File: src/rtl/serial_reduced_full_sub.sv
// serial_reduced_full_sub: digit-serial c = a - b - bi, D bits per clock over N/D cycles,
// valid/ready on both sides; borrow ripples between digits through a single register.
module serial_reduced_full_sub #(
    parameter int N = 32,
    parameter int D = 8
) (
    input  logic         clk,
    input  logic         rst_n,
    input  logic         in_valid,
    output logic         in_ready,
    input  logic [N-1:0] a,
    input  logic [N-1:0] b,
    input  logic         bi,
    output logic         out_valid,
    input  logic         out_ready,
    output logic [N-1:0] c,
    output logic         bo,
    output logic         ov
);
    localparam int ND = N / D;
    localparam int CW = ND > 1 ? $clog2(ND) : 1;
    localparam logic [1:0] IDLE = 2'd0, BUSY = 2'd1, DONE = 2'd2;

    generate
        if (D < 1 || D > N || N % D != 0) begin : g_bad_digit
            $error("serial_reduced_full_sub: D must satisfy 1 <= D <= N and N %% D == 0");
        end
    endgenerate

    logic [1:0]    state;
    logic [CW-1:0] cnt;
    logic [N-1:0]  a_r, b_r;
    logic          brw;
    logic [D:0]    diff;
    logic          last;

    // Bit D of the (D+1)-bit difference is the borrow into the next digit
    assign diff      = {1'b0, a_r[int'(cnt)*D +: D]} - {1'b0, b_r[int'(cnt)*D +: D]} - {{D{1'b0}}, brw};
    assign last      = cnt == CW'(ND - 1);
    assign in_ready  = state == IDLE;
    assign out_valid = state == DONE;

    always_ff @(posedge clk or negedge rst_n) begin
        if (!rst_n) begin
            state <= IDLE;
            cnt   <= '0;
            a_r   <= '0;
            b_r   <= '0;
            brw   <= 1'b0;
            c     <= '0;
            bo    <= 1'b0;
            ov    <= 1'b0;
        end else begin
            case (state)
                IDLE: if (in_valid) begin
                    a_r   <= a;
                    b_r   <= b;
                    brw   <= bi;
                    cnt   <= '0;
                    state <= BUSY;
                end
                BUSY: begin
                    c[int'(cnt)*D +: D] <= diff[D-1:0];
                    brw <= diff[D];
                    cnt <= last ? '0 : cnt + 1'b1;
                    if (last) begin
                        bo    <= diff[D];
                        ov    <= (a_r[N-1] != b_r[N-1]) && (diff[D-1] != a_r[N-1]);
                        state <= DONE;
                    end
                end
                DONE: if (out_ready) state <= IDLE;
                default: state <= IDLE;
            endcase
        end
    end
endmodule
File: config.mk
export PLATFORM = sky130hd
export DESIGN_NAME = serial_reduced_full_sub
export DESIGN_NICKNAME = d
export VERILOG_FILES = /design/src/rtl/serial_reduced_full_sub.sv
export SDC_FILE = /design/constraint.sdc
export NUM_CORES = 1
export LEC_CHECK = 0
export BUFFER_PORTS_ARGS = -buffer_cell sky130_fd_sc_hd__buf_2
export CORE_MARGIN = 2
export CORE_UTILIZATION = 49
export CTS_CLUSTER_SIZE = 14
export DETAILED_ROUTE_END_ITERATION = 8
export GPL_TIMING_DRIVEN = 0
export PLACE_DENSITY_LB_ADDON = 0.08
export SETUP_SLACK_MARGIN = 0.4
export SLEW_MARGIN = 10
export SYNTH_ARGS = -nofsm -noshare
export SYNTH_HDL_FRONTEND = slang
export SYNTH_SLANG_ARGS = --single-unit
File: constraint.sdc
create_clock -name clk -period 3.5 [get_ports clk]
set_clock_uncertainty 0.1 [all_clocks]
set_input_delay 0.7 -clock clk [delete_from_list [all_inputs] [get_ports clk]]
set_output_delay 0.7 -clock clk [all_outputs]
set_load 0.05 [all_outputs]
==> impl_metrics.ini <==
[worst_setup_path]
cp_slowest_stage_delay_ns = 0.56
cp_cell_sequence = buf_12, mux4_2, ha_4, inv_2, ha_4, a21boi_2, o21a_1, o21a_1, o31a_1, or3_1, a31oi_1
r2r_slack_ns = 0.33
arrival_ns = 3.35
start_kind = register
slowest_stage = mux4_2
r2r_end = brw
worst-path-max-fanout = 6
cp.required_ns = 3.68
crit_path_end_kind = register
timing.rr.start = cnt[0]
crit_buf_inv = 2
worstSetupPathType = reg -> reg
reg2reg_depth = 11
crit_family = compound AO/OA/AOI/OAI gates

[route]
wire_per_inst_um = 15.45
drt-initial-drc-count = 116
route.detailed.drc = 0
vias = 3800
firstDrtPassIters = 6
postRouteAntennaNets = 0
routed_wl_mm = 11.53
viasPerCell = 5.094

[synth]
synth_nets = 567
syn_avg_cell_area_um2 = 9.931
ys_seq_area_share_pct = 54.30
postSynthCellCount = 478
yosysMostFrequentCell = nand2_1
synth.distinct_cells = 36
synth.top_cells.by_count = nand2_1, dfrtp_1, inv_1, a22o_1, ha_1
synth_seq_cells = 103
synth_edf_count = 0
synth_warnings = 0
synth_top_area_cell = dfrtp_1
synth-main-ff-cell = dfrtp_1
synth_area_mm2 = 0.004747
synth_top_cell_area_share_pct = 54.30
synthTopCellsByArea = dfrtp_1, nand2_1, mux4_2, ha_1, a22o_1
async_flop_share_pct = 100.0

[timing]
tightest_slew_ns = 0.9467
final.setup.tns_ns = 0
slew_violations = 0
period_needed_ns = 3.166
rsz0062_at_grt = yes
setup_viol = 0
hold_viol = 0
fmax_mhz = 315.8
post-route-period-util_pct = 90.47
relSlewSlack_pct = 36.31

[place]
placed_cell_area_mm2 = 0.005497
gp_congestion = 0.8289
portBuffers = 104
dp_hpwl_mm = 8.267

[floorplan]
fp.dieH_um = 102.4
rows = 35
num_io_pins = 105
die-area_mm2 = 0.01049
start_util_pct = 50.89
core_area_mm2 = 0.009328
die_x_um = 102.4

[global_route]
grt_usage_pct = 23.46
grt_max_degree = 66
grt_pass1_vias = 3863
grt_pass1_wl_mm = 18.57
overflow = 0
antenna_found_initial = 0

[cts]
clkSinkCount = 103
clk_latency_ns = 0.36
numCtsBuffers = 9
cts_max_path_buffers = 2
cts_tree = yes
cts.root.buffer_cell = clkbuf_8
htree_levels = 3
clk_pin_slew_ns = 0.10
postCtsHoldBufs = 0

[layout]
nets = 701
post-route-util_pct = 63.82
final_area_mm2 = 0.005953
antenna_cells = 0
area_delta_synth_final_pct = 25.41
drive_gt1_share_pct = 29.50
fillers = 829

[hold_path]
hold_path_class = in -> async

[run_status]
status = complete, no violations

[job]
drv_cap = 0
## metrics by stage
stage | hold slack (ns) | setup WS [ns] | std cells
6_report | 0.2071 | 0.3336 | 746
4_1_cts | 0.2192 | 0.3737 | 743
5_1_grt | 0.2258 | 0.2255 | 746
3_3_place_gp | 0.3528 | 0.1281 | 711
2_1_floorplan | 0.3044 | 0.4019 | 478
3_5_place_dp | 0.3571 | 0.04250 | 712
## how the worst max path moves through the flow
stage / from / end / cells after the start
final: cnt[0] / brw / 11
after global placement: cnt[1] / brw / 12
after detailed placement: cnt[1] / brw / 12
after CTS: cnt[0] / brw / 11
after global routing: cnt[0] / bo / 11
after floorplan: cnt[0] / bo / 11
## placed cells by master, fill, tap and decap left out, types with 2 or more instances in the layout
master	netlist	layout
ha_4	0	6
buf_6	0	2
fa_2	0	2
dfrtp_1	103	102
mux4_2	16	16
ha_1	18	12
inv_1	27	20
a22o_1	24	24
o31ai_1	2	2
o21a_1	3	3
nor3_1	3	3
xor2_1	3	2
clkinvlp_4	0	2
nand4_1	2	2
nor2_1	8	7
buf_1	5	2
clkbuf_1	14	14
clkinv_2	0	2
and2_1	2	2
a31oi_1	3	3
nand2b_1	4	4
buf_12	0	2
buf_4	0	17
a21oi_2	1	2
or3_1	2	2
buf_2	1	104
nand2_1	209	209
o21ai_0	11	11
inv_2	0	7
clkbuf_8	0	11
## registers in the layout, indices dropped and copies added, names as in the netlist
register / flops
c: 32
b_r: 32
ov: 1
state: 2
cnt: 2
a_r: 32
brw: 1
bo: 1
## area by class of cell
class / count / area [um2] / area share, %
sequential: 103 / 2579 / 43.32
multi-input combinational: 328 / 2113 / 35.50
timing repair buffer: 123 / 696.9 / 11.71
tap: 129 / 161.4 / 2.711
clock buffer: 11 / 141.4 / 2.375
buffer: 20 / 126.4 / 2.123
inverter: 27 / 101.3 / 1.702
clock inverter: 5 / 33.78 / 0.5675
## worst register-to-register path: cells and delay by family (launching register included)
kind / cells / cell delay [ns]
DFF: 1 / 0.45
muxes: 1 / 0.56
AOI/OAI and AO/OA: 5 / 0.95
buffers and inverters: 2 / 0.19
adders and majority gates: 2 / 0.51
and+or+nand+nor: 1 / 0.33
## timing repair
item                                    4_1_cts  5_1_grt
pin swaps                                    10        7
resized for setup                            25        6
endpoints found under the setup margin       11        7
buffers inserted                             15        3
## cell families (layout without fill, tap and decap cells)
family                   Yosys count  after routing  share of synthesized area [%]
adder cells (fa/ha/maj)           20             20                          5.588
AND/OR/NAND/NOR                  236            236                          19.66
flip-flops                       103            103                          54.30
XOR/XNOR                           5              5                         0.9227
buffers and inverters             47            186                          3.743
AO/OA/AOI/OAI                     51             51                          8.197
multiplexers                      16             16                          7.591
## per-layer routing
layer  up-vias  GRT usage [%]  wire, um
li1       1834              -         -
met1      1860          31.17      5008
met2        93          39.82      5846
met3        13          3.625       524
met4         0          7.487       148
met5         -              0         0
Power is not shown: default switching activity piles up to over one toggle a cycle in this logic, so the estimate is an artifact.
